`config.mk`:
```
export PLATFORM = sky130hd
export DESIGN_NAME = regfile_writeback_flat
export DESIGN_NICKNAME = d
export VERILOG_FILES = /design/src/rtl/regfile_writeback_pkg.sv /design/src/rtl/regfile_writeback_if.sv /design/src/rtl/regfile_writeback_fifo.sv /design/src/rtl/regfile_writeback.sv /design/src/flat_wrapper.sv
export SDC_FILE = /design/constraint.sdc
export NUM_CORES = 1
export LEC_CHECK = 0
export CAP_MARGIN = 20
export CORE_MARGIN = 2
export CORE_UTILIZATION = 45
export CTS_BUF_LIST = sky130_fd_sc_hd__clkbuf_16
export DETAILED_ROUTE_END_ITERATION = 7
export GPL_TIMING_DRIVEN = 0
export PLACE_DENSITY = 0.69
export SYNTH_ARGS = -nofsm -noshare
export SYNTH_HDL_FRONTEND = slang
export SYNTH_SLANG_ARGS = --single-unit
```
`constraint.sdc`:
```
create_clock -name clk -period 2.75 [get_ports clk]
set_input_delay 0.4125 -clock clk [delete_from_list [all_inputs] [get_ports clk]]
set_output_delay 0.4125 -clock clk [all_outputs]
set_load 0.05 [all_outputs]
```
`src/rtl/regfile_writeback_pkg.sv`:
```
// Register file constants and the writeback entry type shared by the writeback block.
// Latency: n/a (types and constants only). Backpressure: n/a.
package regfile_writeback_pkg;

    localparam int WIDTH        = 32;
    localparam int ADRESS_WIDTH = 5;
    localparam int DEPTH        = 32;

    localparam logic [ADRESS_WIDTH-1:0] X0 = '0;

    typedef struct packed {
        logic [ADRESS_WIDTH-1:0] rd;
        logic [WIDTH-1:0]        data;
    } wb_entry_t;

endpackage

```
`src/rtl/regfile_writeback_if.sv`:
```
// Producer handshakes, register file write port and load-tracking status of the writeback block.
// Latency: n/a (wires only). Backpressure: alu_ready / mem_ready driven by the slave side.
interface regfile_writeback_if
    import regfile_writeback_pkg::*;
#(
    parameter int FIFO_DEPTH = 4
) ();

    logic                          alu_valid;
    logic                          alu_ready;
    logic [ADRESS_WIDTH-1:0]       alu_rd;
    logic [WIDTH-1:0]              alu_data;
    logic                          mem_valid;
    logic                          mem_ready;
    logic [ADRESS_WIDTH-1:0]       mem_rd;
    logic [WIDTH-1:0]              mem_data;
    logic                          we0;
    logic [ADRESS_WIDTH-1:0]       wr_addr0;
    logic [WIDTH-1:0]              wr_din0;
    logic [$clog2(FIFO_DEPTH):0]   fifo_count;
    logic [DEPTH-1:0]              pending_mask;

    modport master (
        output alu_valid, alu_rd, alu_data, mem_valid, mem_rd, mem_data,
        input  alu_ready, mem_ready, we0, wr_addr0, wr_din0, fifo_count, pending_mask
    );

    modport slave (
        input  alu_valid, alu_rd, alu_data, mem_valid, mem_rd, mem_data,
        output alu_ready, mem_ready, we0, wr_addr0, wr_din0, fifo_count, pending_mask
    );

endinterface

```
`src/rtl/regfile_writeback_fifo.sv`:
```
// wb_sync_fifo: synchronous FIFO of writeback entries, exposes per-slot rd/valid for hazard masks.
// Latency: push visible at head the cycle after. Backpressure: push ignored when full, pop ignored when empty.
module wb_sync_fifo
    import regfile_writeback_pkg::*;
#(
    parameter  int FIFO_DEPTH = 4,
    localparam int PTR_W      = $clog2(FIFO_DEPTH),
    localparam int CNT_W      = PTR_W + 1
) (
    input  logic                                      clk,
    input  logic                                      rst,
    input  logic                                      push_i,
    input  wb_entry_t                                 push_dat_i,
    input  logic                                      pop_i,
    output wb_entry_t                                 head_dat_o,
    output logic [CNT_W-1:0]                          count_o,
    output logic                                      empty_o,
    output logic [FIFO_DEPTH-1:0]                     ent_vld_o,
    output logic [FIFO_DEPTH-1:0][ADRESS_WIDTH-1:0]   ent_rd_o
);

    wb_entry_t               entries_q [FIFO_DEPTH];
    logic [FIFO_DEPTH-1:0]   valid_q, valid_d;
    logic [PTR_W-1:0]        wr_ptr_q, wr_ptr_d;
    logic [PTR_W-1:0]        rd_ptr_q, rd_ptr_d;
    logic [CNT_W-1:0]        count_q, count_d;
    logic                    do_push, do_pop;

    assign do_push = push_i && (count_q != CNT_W'(FIFO_DEPTH));
    assign do_pop  = pop_i && (count_q != '0);

    always_comb begin
        valid_d  = valid_q;
        wr_ptr_d = wr_ptr_q;
        rd_ptr_d = rd_ptr_q;
        count_d  = count_q;
        // Pop is applied before push so a slot freed and refilled in one cycle stays valid.
        if (do_pop) begin
            valid_d[rd_ptr_q] = 1'b0;
            rd_ptr_d          = PTR_W'(rd_ptr_q + 1'b1);
        end
        if (do_push) begin
            valid_d[wr_ptr_q] = 1'b1;
            wr_ptr_d          = PTR_W'(wr_ptr_q + 1'b1);
        end
        case ({do_push, do_pop})
            2'b10:   count_d = CNT_W'(count_q + 1'b1);
            2'b01:   count_d = CNT_W'(count_q - 1'b1);
            default: count_d = count_q;
        endcase
    end

    always_ff @(posedge clk) begin
        if (rst) begin
            valid_q  <= '0;
            wr_ptr_q <= '0;
            rd_ptr_q <= '0;
            count_q  <= '0;
        end else begin
            valid_q  <= valid_d;
            wr_ptr_q <= wr_ptr_d;
            rd_ptr_q <= rd_ptr_d;
            count_q  <= count_d;
        end
    end

    always_ff @(posedge clk) begin
        if (do_push) begin
            entries_q[wr_ptr_q] <= push_dat_i;
        end
    end

    always_comb begin
        for (int i = 0; i < FIFO_DEPTH; i++) begin
            ent_rd_o[i] = entries_q[i].rd;
        end
    end

    assign head_dat_o = entries_q[rd_ptr_q];
    assign count_o    = count_q;
    assign empty_o    = (count_q == '0);
    assign ent_vld_o  = valid_q;

endmodule

```
`src/rtl/regfile_writeback.sv`:
```
// Merges ALU and queued load results onto the register file write port; optional WB_STARVE_GUARD_EN.
// Latency: ALU 1 cycle, load >= 2 cycles. Backpressure: mem_ready = FIFO not full; ALU always wins unless starve guard fires.
module regfile_writeback
    import regfile_writeback_pkg::*;
#(
    parameter int FIFO_DEPTH   = 4,
    parameter int STARVE_LIMIT = 8
) (
    input  logic                clk,
    input  logic                rst,
    regfile_writeback_if.slave  bus
);

    localparam int CNT_W = $clog2(FIFO_DEPTH) + 1;

    wb_entry_t                               head_dat, sel_dat, push_dat;
    logic [CNT_W-1:0]                        count;
    logic                                    empty;
    logic [FIFO_DEPTH-1:0]                   ent_vld;
    logic [FIFO_DEPTH-1:0][ADRESS_WIDTH-1:0] ent_rd;
    logic                                    alu_ready, alu_fire, mem_ready, push, pop, sel_vld;
    logic [DEPTH-1:0]                        pending_mask;

    logic                                    we0_q, we0_d;
    logic [ADRESS_WIDTH-1:0]                 wr_addr0_q, wr_addr0_d;
    logic [WIDTH-1:0]                        wr_din0_q, wr_din0_d;

    assign mem_ready = (count < CNT_W'(FIFO_DEPTH));
    assign push      = bus.mem_valid && mem_ready;
    assign alu_fire  = bus.alu_valid && alu_ready;
    assign pop       = !alu_fire && !empty;
    assign push_dat  = '{rd: bus.mem_rd, data: bus.mem_data};

    wb_sync_fifo #(
        .FIFO_DEPTH (FIFO_DEPTH)
    ) u_fifo (
        .clk        (clk),
        .rst        (rst),
        .push_i     (push),
        .push_dat_i (push_dat),
        .pop_i      (pop),
        .head_dat_o (head_dat),
        .count_o    (count),
        .empty_o    (empty),
        .ent_vld_o  (ent_vld),
        .ent_rd_o   (ent_rd)
    );

`ifdef WB_STARVE_GUARD_EN
    localparam int SW = $clog2(STARVE_LIMIT + 1);

    logic [SW-1:0] starve_q, starve_d;

    // Holding off the ALU for one cycle lets the pop path win arbitration.
    assign alu_ready = (starve_q != SW'(STARVE_LIMIT));

    always_comb begin
        starve_d = starve_q;
        if (pop || empty) begin
            starve_d = '0;
        end else if (alu_fire) begin
            starve_d = SW'(starve_q + 1'b1);
        end
    end

    always_ff @(posedge clk) begin
        if (rst) begin
            starve_q <= '0;
        end else begin
            starve_q <= starve_d;
        end
    end
`else
    logic unused_cfg;

    assign unused_cfg = ^32'(STARVE_LIMIT);
    assign alu_ready  = 1'b1;
`endif

    assign sel_vld = alu_fire || pop;
    assign sel_dat = alu_fire ? '{rd: bus.alu_rd, data: bus.alu_data} : head_dat;

    always_comb begin
        we0_d      = 1'b0;
        wr_addr0_d = wr_addr0_q;
        wr_din0_d  = wr_din0_q;
        if (sel_vld) begin
            we0_d      = (sel_dat.rd != X0);
            wr_addr0_d = sel_dat.rd;
            wr_din0_d  = sel_dat.data;
        end
    end

    always_ff @(posedge clk) begin
        if (rst) begin
            we0_q      <= 1'b0;
            wr_addr0_q <= '0;
            wr_din0_q  <= '0;
        end else begin
            we0_q      <= we0_d;
            wr_addr0_q <= wr_addr0_d;
            wr_din0_q  <= wr_din0_d;
        end
    end

    // Built from registered slot state, so a popped entry's bit drops the cycle after its pop.
    always_comb begin
        pending_mask = '0;
        for (int i = 0; i < FIFO_DEPTH; i++) begin
            if (ent_vld[i]) begin
                pending_mask[ent_rd[i]] = 1'b1;
            end
        end
        pending_mask[X0] = 1'b0;
    end

    assign bus.alu_ready    = alu_ready;
    assign bus.mem_ready    = mem_ready;
    assign bus.we0          = we0_q;
    assign bus.wr_addr0     = wr_addr0_q;
    assign bus.wr_din0      = wr_din0_q;
    assign bus.fifo_count   = count;
    assign bus.pending_mask = pending_mask;

endmodule

```
`src/flat_wrapper.sv`:
```
// flat-port wrapper written by rule: the top's interface ports become plain ports
module regfile_writeback_flat import regfile_writeback_pkg::*;
#(
    parameter int FIFO_DEPTH   = 4,
    parameter int STARVE_LIMIT = 8
)
  (clk, rst, bus_alu_valid, bus_alu_rd, bus_alu_data, bus_mem_valid, bus_mem_rd, bus_mem_data, bus_alu_ready, bus_mem_ready, bus_we0, bus_wr_addr0, bus_wr_din0, bus_fifo_count, bus_pending_mask);
  regfile_writeback_if #(.FIFO_DEPTH(FIFO_DEPTH)) bus_i ();
  input  logic clk;
  input  logic rst;
  input wire logic [$bits(bus_i.alu_valid)-1:0] bus_alu_valid;
  input wire logic [$bits(bus_i.alu_rd)-1:0] bus_alu_rd;
  input wire logic [$bits(bus_i.alu_data)-1:0] bus_alu_data;
  input wire logic [$bits(bus_i.mem_valid)-1:0] bus_mem_valid;
  input wire logic [$bits(bus_i.mem_rd)-1:0] bus_mem_rd;
  input wire logic [$bits(bus_i.mem_data)-1:0] bus_mem_data;
  output wire logic [$bits(bus_i.alu_ready)-1:0] bus_alu_ready;
  output wire logic [$bits(bus_i.mem_ready)-1:0] bus_mem_ready;
  output wire logic [$bits(bus_i.we0)-1:0] bus_we0;
  output wire logic [$bits(bus_i.wr_addr0)-1:0] bus_wr_addr0;
  output wire logic [$bits(bus_i.wr_din0)-1:0] bus_wr_din0;
  output wire logic [$bits(bus_i.fifo_count)-1:0] bus_fifo_count;
  output wire logic [$bits(bus_i.pending_mask)-1:0] bus_pending_mask;
  assign bus_i.alu_valid = bus_alu_valid;
  assign bus_i.alu_rd = bus_alu_rd;
  assign bus_i.alu_data = bus_alu_data;
  assign bus_i.mem_valid = bus_mem_valid;
  assign bus_i.mem_rd = bus_mem_rd;
  assign bus_i.mem_data = bus_mem_data;
  assign bus_alu_ready = bus_i.alu_ready;
  assign bus_mem_ready = bus_i.mem_ready;
  assign bus_we0 = bus_i.we0;
  assign bus_wr_addr0 = bus_i.wr_addr0;
  assign bus_wr_din0 = bus_i.wr_din0;
  assign bus_fifo_count = bus_i.fifo_count;
  assign bus_pending_mask = bus_i.pending_mask;
  regfile_writeback #(.FIFO_DEPTH(FIFO_DEPTH), .STARVE_LIMIT(STARVE_LIMIT)) u_core (.clk(clk), .rst(rst), .bus(bus_i));
endmodule
```
# Yosys cells after proc, flatten, opt, wreduce, memory -nomap -nowiden
# Memory sizes are Yosys's and may differ from the RTL's. A register that Yosys moved wholly into a read port is not among the register bits.
# Index checks and enable logic that the tools add are counted.
# Widths: inputs -> output; s select.
# totals
register_bits	49
latch_bits	0
mem_bits_rw	148
rom_bits	0
input_bits	78
output_inout_bits	75
word_cells	77
memories	1
# op_classes
addsub	4
multipliers	0
div_mod_pow	0
n_lt_le_gt_ge	13
eq_ne	3
n_shift	0
n_mux	24
bitwise	7
reduce_logical	18
# memory_table
name	depth	width	read_ports	rd_clocked_by_memory_dff	wr	line_no	text
u_core.u_fifo.entries_q	4	37	5	1	1	regfile_writeback_fifo.sv:22	wb_entry_t entries_q [FIFO_DEPTH];
# op_table
op	n
$mux 32	4
$or 32x32->32	3
$mux 37	1
$lt 5x6->1 const B	4
$demux 1 s5	4
$ge 5x1->1 const B	4
$logic_and 1x1->1	10
$mux 1	8
$mux 4	2
$lt 2x3->1 const B	2
$pmux 3 s2	1
$reduce_bool 5->1	1
$add 2x1->2 const B	2
$and 4x4->4	1
$demux 1 s2	2
$ge 2x1->1 const B	2
$mux 2	2
$not 4->4	1
$or 4x4->4	1
$add 3x1->3 const B	1
$logic_not 3->1	1
$lt 3x3->1 const B	1
$ne 3x3->1 const B	1
$reduce_bool 3->1	1
other kinds (8)	9

# Logic depth before layout (Yosys ltp)
# An unclocked memory read counts as a cell.
# logic_depth
ltp_word	12
mapped_depth	9
ltp_nobuf	9

# Hierarchy
# A second synthesis with hierarchy kept.
# unflattened
cells_unflattened	646
area_unflattened_um2	9069.9
# by_module_without_submodules
module	n_inst	cells_per_inst	area_each_um2	seq_area_each_um2
wb_sync_fifo	1	290	6164.7	4704.5
regfile_writeback	1	356	2905.3	760.7

# Worst setup path before layout
# Ideal clock, no wire load.
# synth_path
path_kind	flip-flop to flip-flop
start	register u_core.u_fifo.count_q[0], in the netlist u_core.u_fifo.count_o[0]
end	register u_core.u_fifo.count_q[2], in the netlist u_core.u_fifo.count_o[2]
setup_ns	0.070
t_arrival_ns	2.438
required_ns	2.680
setup_slack_ns	0.242
stages_incl_launch_ff	10
n_path_buf	0
synth_period_minus_slack_ns	2.508
cell_sequence	dfxtp_1 -> nor3_1 -> or2_2 -> inv_1 -> ha_1 -> inv_1 -> fa_1 -> xor2_1 -> or3_1 -> a21oi_1
# synth_via
elab_chain_len	6
word_cells_on_any_way	15
cone_classes	add/sub (2); order compare (1); eq/ne (3); mux (1); reduce/logical (8)
# synth_lines
element	line_no	text
start, declared	regfile_writeback_fifo.sv:26	logic [CNT_W-1:0] count_q, count_d;
start signal, assigned	regfile_writeback_fifo.sv:63	count_q <= count_d;
$logic_not 3->1	regfile_writeback_fifo.sv:81	assign empty_o = (count_q == '0);
$logic_not 1->1	regfile_writeback.sv:31	assign pop = !alu_fire && !empty;
$logic_and 1x1->1	regfile_writeback.sv:31	
$logic_and 1x1->1 (*)	regfile_writeback_fifo.sv:30	assign do_pop = pop_i && (count_q != '0);
via u_core.u_fifo.do_pop	regfile_writeback_fifo.sv:27	logic do_push, do_pop;
$eq 2x1->1 or $eq 2x2->1 (tied branches)	regfile_writeback_fifo.sv:46	case ({do_push, do_pop})
$pmux 3 s2 or $reduce_bool 2->1 (tied branches)	n/a	
# Mark *: on every way through the listed nets, which the timed path passes. The rest lies on a longest branch.
# A chain may end at the register's enable or synchronous reset.

==> impl_metrics.tcl <==
set metrics [dict create \
    status "completed" \
    final_nets 876 \
    ir_worst_vdd_mv 0.632 \
    min_period_ns 2.72 \
    synthXorXnorAreaFrac_pct 0.390 \
    synth_warnings 0 \
    synth_area_leader_cell "edfxtp_1" \
    cts_buffers 17 \
    num_vias 6149 \
    clock_sinks 199 \
    slowest_delay_ns 0.45 \
    vias_per_cell 5.76 \
    async_reset_ff_share_pct 0 \
    clockBufferDepth 2 \
    fin_area_mm2 0.0115 \
    startpoint_type "flop" \
    synth_cell_types 46 \
    clk_latency_ns 0.43 \
    synth_top_family_by_area "multiplexers" \
    grt_usage_pct 22.1 \
    fin_crit_sh_pct 98.8 \
    grt_pass1_wl_mm 35.6 \
    postSynthAreaPerCell_um2 14.5 \
    crit_chain "and3b_1 > clkbuf_1 > a22oi_1 > o211ai_1 > clkdlybuf4s15_2" \
    yosys.area_share.adder_pct 1.48 \
    path_buf_inv 2 \
    grt_overflow_total 0 \
    portBuffers 148 \
    dp_hpwl_mm 16.8 \
    grt_max_degree 28 \
    die_h_um 145 \
    end_kind "output pin" \
    die_width_um 145 \
    syn-cell-area_mm2 0.00899 \
    hold_class "input pin to flop" \
    h-tree-depth 4 \
    path_max_fanout 8 \
    hold_slack_ns 0.352 \
    power_leakage_nw 4.09 \
    cp_top_family "buffers and inverters" \
    synth-edff-count 148 \
    worst_ep_arrival_time_ns 2.30 \
    drive_gt1_share_pct 14.6 \
    power_w 0.00983 \
    ys_ff_latch 199 \
    p_per_area_mw_per_mm2 858 \
    clk_pin_slew_ns 0.07 \
    cts_tree "yes" \
    gp_congestion 0.894 \
    wl_per_cell_um 21.9 \
    wirelength_mm 23.4 \
    placed_cell_area_mm2 0.0109 \
    drt_iter0_markers 445 \
    timing.slew.headroom_pct 59.0 \
    cp.required_ns 2.34 \
    antenna_found_initial 1 \
    ant_nets 0 \
    fin_worst_skew_ns 0.0114 \
    worst_pin_slew_ns 0.609 \
    dr.pass1.iters 5 \
    area_growth_pct 27.4 \
    synth_mux_area_share_pct 14.4 \
    cts_root_buf "clkbuf_16" \
    pin_count 153 \
    maxCapViolations 0 \
    worstReg2RegStart "u_core.u_fifo.count_o[2]$_SDFFE_PP0P_" \
    hold_viol 0 \
    dpl.cell_count 1035 \
    drc 0 \
    crit_type "flop to output pin" \
    fin_cells 1067 \
    dieArea_mm2 0.0211 \
    rsz0062_at_grt "true" \
    fp.coreArea_mm2 0.0195 \
    hp-start "rst" \
    grt_pass1_vias 6253 \
    fp-row-count 51 \
    crit_slowest_cell "edfxtp_1" \
    synth_fp_nets 706 \
    setup_viol 0 \
    synth_compound_gate_area_share_pct 9.57 \
    synth_ff_type "edfxtp_1" \
    drv_slew 0 \
    max_freq_ghz 0.368 \
    postCtsHoldBufs 0 \
    worstSetupStartpoint "u_core.u_fifo.entries_q[3][32]$_DFFE_PP_" \
    synth_top_area_share_pct 49.4 \
    floorplan.initialDensity_pct 46.0 \
    synth_area_leaders "edfxtp_1 (49%), dfxtp_1 (11%), mux4_1 (9.6%)" \
    synth_simple_gate_area_share_pct 8.64 \
    synthCells 618 \
    seq_area_frac_synth_pct 60.8 \
]
[cells in the mapped netlist, drive strengths merged, types with 4 or more instances]
master / number
or2: 6
edfxtp: 148
or3b: 7
mux2i: 38
ha: 9
nand2: 18
o22ai: 13
a22oi: 11
buf: 19
mux4: 35
dfxtp: 51
o221ai: 16
nand3: 7
nor2: 62
a221o: 11
and3b: 7
and3: 6
nand2b: 4
a21oi: 16
nand3b: 12
o21ai: 5
inv: 23
clkbuf: 21
nor3b: 8
nor3: 5
a211oi: 35
[through the flow]
| step | TNS [ns] | util, % | worst slack, ns |
|---|---|---|---|
| after detailed placement | -1.78 | 55.7 | -0.315 |
| after CTS | 0 | 58.7 | 0.00122 |
| after floorplan | 0 | - | 0.242 |
| final | 0 | 58.7 | 0.0336 |
| after global placement | -70.50 | 55.3 | -0.485 |
| after global routing | -0.0175 | 58.7 | -0.0175 |
[area by class of cell]
class                           count  area (um2)
Tap cell                          265         332
Inverter                           23        86.3
Clock inverter                     15         149
Fill cell                        1568        8070
Timing Repair Buffer              154        1530
Sequential cell                   199        5470
Antenna cell                        1        2.50
Clock buffer                       17         425
Buffer                             39         328
Multi-Input combinational cell    354        3140
[kinds of logic (layout without fill, tap and decap cells)]
group,count (synthesis),in the layout
flip-flops,199,199
AND/OR/NAND/NOR,149,149
AO/OA/AOI/OAI,116,116
multiplexers,73,73
buffers and inverters,65,248
adder cells (fa/ha/maj),10,10
XOR/XNOR,4,4
other,2,3
[path summary, 6_finish.rpt]
path	cells past startpoint	end	slack, ns
worst max-delay path	5	bus_pending_mask[18]	0.03
worst max register to register	9	u_core.u_fifo.count_o[2]$_SDFFE_PP0P_	0.35
worst min register to register	2	u_core.bus.wr_din0[12]$_SDFFE_PP0N_	0.51
worst min-delay path	3	u_core.bus.wr_din0[22]$_SDFFE_PP0N_	0.35
[power by group]
group	internal, W	leakage (nW)	switching (W)
combinational	0.00136	2.03	0.00207
clock	0.00127	0.280	0.00110
sequential	0.00375	1.78	0.000270
[repair_timing]
item / 4_1_cts / 5_1_grt
gates cloned: 0 / 0
resized for setup: 89 / 22
pin swaps: 0 / 0
buffers inserted: 0 / 2
hold endpoints to repair: 0 / 0
endpoints found under the setup margin: 31 / 21
[layout by cell type (no fill, tap or decap), types with 4 or more instances in the layout]
cell               n
buf_2             12
nand2b_1           4
a211oi_1          34
or2_2              6
mux2i_1           38
nand3_1            7
buf_12             4
mux4_1            33
inv_1             20
o221ai_1          16
nand3b_1          12
a22oi_1           11
o22ai_1           13
a21oi_1           16
o21ai_0            5
clkbuf_1           8
buf_4              5
inv_6              4
nor3_1             4
and3b_1            7
clkbuf_16         17
clkbuf_2           9
or3b_2             7
a221o_1           11
clkdlybuf4s50_1  117
nand2_1           18
nor2_1            62
inv_2              4
and3_1             6
ha_1               9
nor3b_2            6
clkbuf_8           6
dfxtp_1           51
edfxtp_1         148
clkdlybuf4s15_2   13
buf_6              7
dlygate4sd2_1      4
[state kept, by name, summed over array words and instances (netlist names), named ones only]
name and cells:
u_core.bus.we0 1, u_core.bus.wr_addr0 5, u_core.bus.wr_din0 32, u_core.u_fifo.count_o 3
u_core.u_fifo.ent_vld_o 4, u_core.u_fifo.entries_q 148, u_core.u_fifo.rd_ptr_q 2, u_core.u_fifo.wr_ptr_q 2
[routing by layer]
layer / global-route usage (%) / up-vias / share of wire, %
met4: 6.76 / 2 / 2.1
met1: 27.2 / 3059 / 40
li1: - / 2795 / -
met2: 38.4 / 255 / 51
met5: 0 / - / 0.060
met3: 5.61 / 38 / 6.8
[worst reg2reg max path, cell delays in order, from the launching register on]
cell     delay [ns]
dfxtp_1        0.43
nor3_1         0.12
or2_2          0.34
inv_1          0.15
ha_1           0.21
inv_1          0.06
fa_1           0.38
xor2_1         0.17
or3_1          0.31
a21oi_1        0.15
Note: power is estimated with default switching activity, not from simulation.
==> RTL edit 1: new RTL, same flow settings <==
`FIFO_DEPTH` is set to 4 in 4 places; all go to 8.
--- a/src/rtl/regfile_writeback_if.sv
+++ b/src/rtl/regfile_writeback_if.sv
@@ -3,7 +3,7 @@
 interface regfile_writeback_if
     import regfile_writeback_pkg::*;
 #(
-    parameter int FIFO_DEPTH = 4
+    parameter int FIFO_DEPTH = 8
 ) ();
 
     logic                          alu_valid;
--- a/src/rtl/regfile_writeback_fifo.sv
+++ b/src/rtl/regfile_writeback_fifo.sv
@@ -3,7 +3,7 @@
 module wb_sync_fifo
     import regfile_writeback_pkg::*;
 #(
-    parameter  int FIFO_DEPTH = 4,
+    parameter  int FIFO_DEPTH = 8,
     localparam int PTR_W      = $clog2(FIFO_DEPTH),
     localparam int CNT_W      = PTR_W + 1
 ) (
--- a/src/rtl/regfile_writeback.sv
+++ b/src/rtl/regfile_writeback.sv
@@ -3,7 +3,7 @@
 module regfile_writeback
     import regfile_writeback_pkg::*;
 #(
-    parameter int FIFO_DEPTH   = 4,
+    parameter int FIFO_DEPTH   = 8,
     parameter int STARVE_LIMIT = 8
 ) (
     input  logic                clk,
--- a/src/flat_wrapper.sv
+++ b/src/flat_wrapper.sv
@@ -1,7 +1,7 @@
 // flat-port wrapper written by rule: the top's interface ports become plain ports
 module regfile_writeback_flat import regfile_writeback_pkg::*;
 #(
-    parameter int FIFO_DEPTH   = 4,
+    parameter int FIFO_DEPTH   = 8,
     parameter int STARVE_LIMIT = 8
 )
   (clk, rst, bus_alu_valid, bus_alu_rd, bus_alu_data, bus_mem_valid, bus_mem_rd, bus_mem_data, bus_alu_ready, bus_mem_ready, bus_we0, bus_wr_addr0, bus_wr_din0, bus_fifo_count, bus_pending_mask);
Ports: changed (resized bus_fifo_count); port bits go from 153 to 154. The function was not compared with the original's and may differ.
==> RTL edit 1 against the original RTL <==
The run now ends with negative setup slack left. Area after synthesis is 74% higher. Power is 61% higher. Clock skew rose by 0.0073 ns. Sequential cell count increased by 156. Cell area rose by 71%. First-iteration DRC count grew 150%. Highest routed layer unchanged. Largest power group unchanged. Non-clock buffer count grew 75. Worst setup slack worse by 0.068 ns. Routed wire length rose by 110%. Combinational power rose by 29%.
==> RTL edit 1: results (changes against the original RTL) <==
stage	metric	value	unit	change
yosys	synth_cell_type_count	58		was 46
drt	dr_wl_met2	23.0	mm	was 11.8 mm
critical_path	cp_data_arrival_time	2.37	ns	was 2.30 ns
power	p_comb	4.42	mW	was 3.43 mW
yosys	synth-xor-area-share	0.00337		was 0.00390
global_route	grt_usage	0.265		was 0.221
layout	largest_reg_flops	296		was 148
layout	antenna_cells	0		was 1
clock_network	cts_buffer_depth	3		was 2
yosys	synth_nets	1193		was 706
critical_path	cp-startpoint	u_core.u_fifo.entries_q[6][33]$_DFFE_PP_		was u_core.u_fifo.entries_q[3][32]$_DFFE_PP_
clock_network	numCtsBuffers	37		was 17
critical_path	slowest_delay	0.50	ns	was 0.45 ns
layout	fillers	2821		was 1568
global_route	global_route.usage.met1	0.360		was 0.272
critical_path	r2r_cells	11		was 9
power	pwr-share-clk	0.302		was 0.242
drt	drt_first_iter_violations	1104		was 445
placed_design	gp_congestion	0.975		was 0.894
clock_network	worstSkewPairLatency	0.53	ns	was 0.43 ns
yosys	ys_seq_area_frac	0.645		was 0.608
critical_path	regToRegEndpoint	u_core.u_fifo.count_o[3]$_SDFFE_PP0P_		was u_core.u_fifo.count_o[2]$_SDFFE_PP0P_
placed_design	placed_area	17800	um2	was 10900 um2
sta	relSlewSlack	0.459		was 0.590
power	power_leakage	6.54	nW	was 4.09 nW
power	peakVddDrop	0.557	mV	was 0.632 mV
run_status	violations	negative setup slack		
yosys	synth_common_cells	edfxtp_1, nor2_1, o22ai_1, a21oi_1, mux4_2		was edfxtp_1, nor2_1, dfxtp_1, mux2i_1, a211oi_1
placed_design	io_buffers	150		was 148
sta	setup_viol_count_final	2		was 0
sta	worst_slack	-0.0349	ns	was 0.0336 ns
run_status	status	complete, but fails checks		was finished, final reports clean
yosys	synth_compound_area_frac	0.0971		was 0.0957
global_route	grt_pass1_wl	70.2	mm	was 35.6 mm
global_route	grt_pass1_vias	10900		was 6253
power	p_clk	4.79	mW	was 2.38 mW
drt	viasPerCell	6.11		was 5.76
RTL edit 1: cell count changes after synthesis, moves of 21 or more:
cell | unedited run | this run
o21ai_0 | 5 | 40
mux4_2 | 2 | 64
a211oi_1 | 34 | 5
nand2_1 | 18 | 61
clkbuf_1 | 15 | 43
edfxtp_1 | 148 | 296
mux2_2 | 0 | 22
a21oi_1 | 16 | 65
o22ai_1 | 13 | 71
mux4_1 | 33 | 0
nand3_1 | 7 | 28
RTL edit 1: what timing repair did:
| item | 4_1_cts | 5_1_grt |
|---|---|---|
| endpoints found under the setup margin | 35 | 26 |
| buffers inserted | 52 | 12 |
| pin swaps | 5 | 4 |
| resized for setup | 194 | 49 |
RTL edit 1: worst min-delay path by stage:
stage                                          startpoint                               endpoint  slack, ns  depth (start not counted)
floorplan           u_core.u_fifo.ent_vld_o[2]$_SDFF_PP0_  u_core.u_fifo.ent_vld_o[2]$_SDFF_PP0_       0.49                          2
detailed placement     u_core.bus.wr_din0[9]$_SDFFE_PP0N_     u_core.bus.wr_din0[9]$_SDFFE_PP0N_       0.49                          2
finish                                                rst                                   flop       0.45                          2
CTS                                                   rst    u_core.bus.wr_din0[27]$_SDFFE_PP0N_       0.41                          4
global route                                          rst    u_core.bus.wr_din0[28]$_SDFFE_PP0N_       0.47                          4
global placement       u_core.bus.wr_din0[9]$_SDFFE_PP0N_     u_core.bus.wr_din0[9]$_SDFFE_PP0N_       0.49                          2
RTL edit 1: area by class of cell:
cell class / count / area, um2 / share of cell area
buffer: 46 / 269 / 0.0137
clock buffer: 39 / 976 / 0.0498
clock inverter: 29 / 204 / 0.0104
inverter: 35 / 131 / 0.00671
multi-input combinational: 654 / 5310 / 0.271
sequential: 355 / 10100 / 0.514
tap: 455 / 569 / 0.0291
timing repair buffer: 222 / 2060 / 0.105
==> RTL edit 2: new RTL, same settings <==
Without the edit above. Take the reset off `wr_addr0_q` and `wr_din0_q` and load them in a clocked block of their own.
--- a/src/rtl/regfile_writeback.sv
+++ b/src/rtl/regfile_writeback.sv
@@ -94,13 +94,14 @@
     always_ff @(posedge clk) begin
         if (rst) begin
             we0_q      <= 1'b0;
-            wr_addr0_q <= '0;
-            wr_din0_q  <= '0;
         end else begin
             we0_q      <= we0_d;
-            wr_addr0_q <= wr_addr0_d;
-            wr_din0_q  <= wr_din0_d;
         end
+    end
+
+    always_ff @(posedge clk) begin
+        wr_addr0_q <= wr_addr0_d;
+        wr_din0_q  <= wr_din0_d;
     end
 
     // Built from registered slot state, so a popped entry's bit drops the cycle after its pop.
Behaviour: not the same (a bounded check fails within 4 cycles, from zero or initial values and one cycle with rst high).
==> RTL edit 2 against the original RTL <==
Via count is 11% lower. Worst hold slack improved by 0.19 ns. Sequential cell count unchanged. Power up 3.9%. Cell area fell by 2.5%. Routed wire length down 6.2%. Register-to-register slack improved by 0.14 ns. Cell count decreased by 8.2%. Sequential power grew 4%. Non-clock buffer count decreased by 12. Worst setup slack improved by 0.030 ns. Area after synthesis decreased by 3.1%. Clock power increased by 7%. Critical endpoint is now bus_pending_mask[29].
==> RTL edit 2: results (changes against the original RTL) <==
stage	metric	value	unit	change
placed_design	gp_congestion	0.856		was 0.894
yosys	synth_nets	627		was 706
global_route	grt_pass1_wl	33.2	mm	was 35.6 mm
yosys	synth-edff-count	185		was 148
yosys	ys_seq_area_frac	0.670		was 0.608
global_route	grt_max_degree	36		was 28
sta	fin_skew	0.0110	ns	was 0.0114 ns
layout	largest_reg_flops	148		unchanged
placed_design	dp.cells	956		was 1035
placed_design	dpl_worst_slack	-0.107	ns	was -0.315 ns
global_route	antenna_found_initial	1		unchanged
power	power_leakage	3.81	nW	was 4.09 nW
clock_network	worstSkewPairLatency	0.43	ns	about the same
global_route	grt_usage	0.221		about the same
layout	regMostFlops	u_core.u_fifo.entries_q		unchanged
layout	instances_no_fill	979		was 1067
hold_path	min_to	u_core.u_fifo.count_o[1]$_SDFFE_PP0P_		was u_core.bus.wr_din0[22]$_SDFFE_PP0N_
drt	wirelength	21.9	mm	was 23.4 mm
critical_path	r2r_slack	0.49	ns	was 0.35 ns
hold_path	hp-class	reg2reg		was in2reg
layout	fin_nets	795		was 876
clock_network	root_buffer	clkbuf_16		unchanged
layout	drive_gt1_frac	0.220		was 0.146
drt	drt_first_iter_violations	448		was 445
critical_path	path_max_fanout	8		unchanged
critical_path	cp_data_arrival_time	2.27	ns	was 2.30 ns
yosys	syn_inst	539		was 618
critical_path	r2r_cells	9		unchanged
yosys	synth_common_cells	edfxtp_1, mux2_2, nor2_1, mux4_2, a21oi_1		was edfxtp_1, nor2_1, dfxtp_1, mux2i_1, a211oi_1
critical_path	r2r-start	u_core.u_fifo.count_o[2]$_SDFFE_PP0P_		unchanged
yosys	synth_cell_type_count	43		was 46
yosys	ys_top_cells_by_area	edfxtp_1, mux4_2, mux2_2, dfxtp_1, mux4_1		was edfxtp_1, dfxtp_1, mux4_1, mux2i_1, a211oi_1
placed_design	post-dp-hpwl	14.8	mm	was 16.8 mm
yosys	yosys_warnings	0		unchanged
clock_network	cts.htree.levels	4		unchanged
clock_network	numCtsBuffers	17		unchanged
sta	worst_pin_slew	0.757	ns	was 0.609 ns
clock_network	cts_buffer_depth	2		unchanged
placed_design	io_buffers	150		was 148
clock_network	cts_setup_buffers	0		unchanged
global_route	grt_pass1_vias	5732		was 6253
layout	antenna_cells	0		was 1
hold_path	hold_path.startpoint	u_core.u_fifo.count_o[1]$_SDFFE_PP0P_		was rst
clock_network	clkSlewWorstSetupHoldPaths	0.07	ns	about the same
power	peakVddDrop	0.697	mV	was 0.632 mV
critical_path	regToRegEndpoint	u_core.u_fifo.count_o[2]$_SDFFE_PP0P_		unchanged
hold_path	min_path_cells	2		was 3
yosys	synthArstFlopShare	0		unchanged
run_status	status	finished, final reports clean		unchanged
drt	vias	5444		was 6149
drt	drtPass1Iterations	5		unchanged
RTL edit 2: cell count changes after synthesis, moves of 27 or more:
cell,before,now
dfxtp_1,51,14
edfxtp_1,148,185
mux2i_1,38,2
mux2_2,0,35
a211oi_1,34,0
mux4_1,33,6
mux4_2,2,29
nor2_1,62,35
RTL edit 2: layout make-up:
class,instances,area [um2]
Buffer,24,161
Clock buffer,17,425
Clock inverter,14,193
Fill cell,1472,7660
Inverter,22,82.6
Multi-Input combinational cell,286,2630
Sequential cell,199,5840
Tap cell,260,325
Timing Repair Buffer,157,1510
RTL edit 2: how the worst max path moves through the flow:
stage                                                          to  slack, ns                                      from
after detailed placement                      bus_pending_mask[8]      -0.11  u_core.u_fifo.entries_q[2][32]$_DFFE_PP_
after global routing                         bus_pending_mask[10]      -0.03  u_core.u_fifo.entries_q[1][36]$_DFFE_PP_
final                                        bus_pending_mask[29]       0.06  u_core.u_fifo.entries_q[0][33]$_DFFE_PP_
after CTS                                    bus_pending_mask[22]      0.005  u_core.u_fifo.entries_q[1][32]$_DFFE_PP_
after global placement    u_core.u_fifo.entries_q[3][0]$_DFFE_PP_      -0.43                             bus_mem_valid
after floorplan             u_core.u_fifo.count_o[2]$_SDFFE_PP0P_       0.29     u_core.u_fifo.count_o[2]$_SDFFE_PP0P_
RTL edit 2: cells by family (layout without fill, tap and decap cells):
group,after synthesis,after routing,share of synthesized area
DFF,199,199,0.670
and+or+nand+nor,117,117,0.0738
AOI/OAI and AO/OA,81,81,0.0649
muxes,72,72,0.141
buffers and inverters,54,234,0.0312
adders and majority gates,10,10,0.0152
xor gates and xnor gates,4,4,0.00402
other,2,2,0.000862
RTL edit 2: per-stage QoR:
stage                     hold slack, ns  setup TNS, ns   util  area (um2)
after CTS                          0.537              0  0.597       11200
final                              0.537              0  0.593       11200
after global placement             0.511         -74.98  0.560       10500
after detailed placement           0.527         -0.401  0.566       10700
after floorplan                    0.480              0      -        8720
after global routing               0.568        -0.0333  0.593       11200
RTL edit 2: worst max-delay path: stages (launching register included):
cell and delay [ns]:
edfxtp_1 0.44, nand3b_1 0.46, o22ai_1 0.29, a211o_1 0.12, dlygate4sd2_1 0.52
RTL edit 2: power breakdown:
part           total [mW]  internal (mW)  switching [mW]
Sequential           4.18           3.98           0.205
Combinational        3.48           1.39            2.09
Clock                2.55           1.45            1.09
Total                10.2           6.82            3.39
RTL edit 2: per-layer routing:
layer,global-route usage,part of all wire
met5,0,0
met4,0.0735,0.020
met3,0.0513,0.061
met2,0.363,0.50
met1,0.291,0.42
RTL edit 2: timing repair:
item	in CTS	in global routing
endpoints found under the setup margin	31	23
hold buffers	0	0
gates resized for setup	88	33
pin swaps	0	0
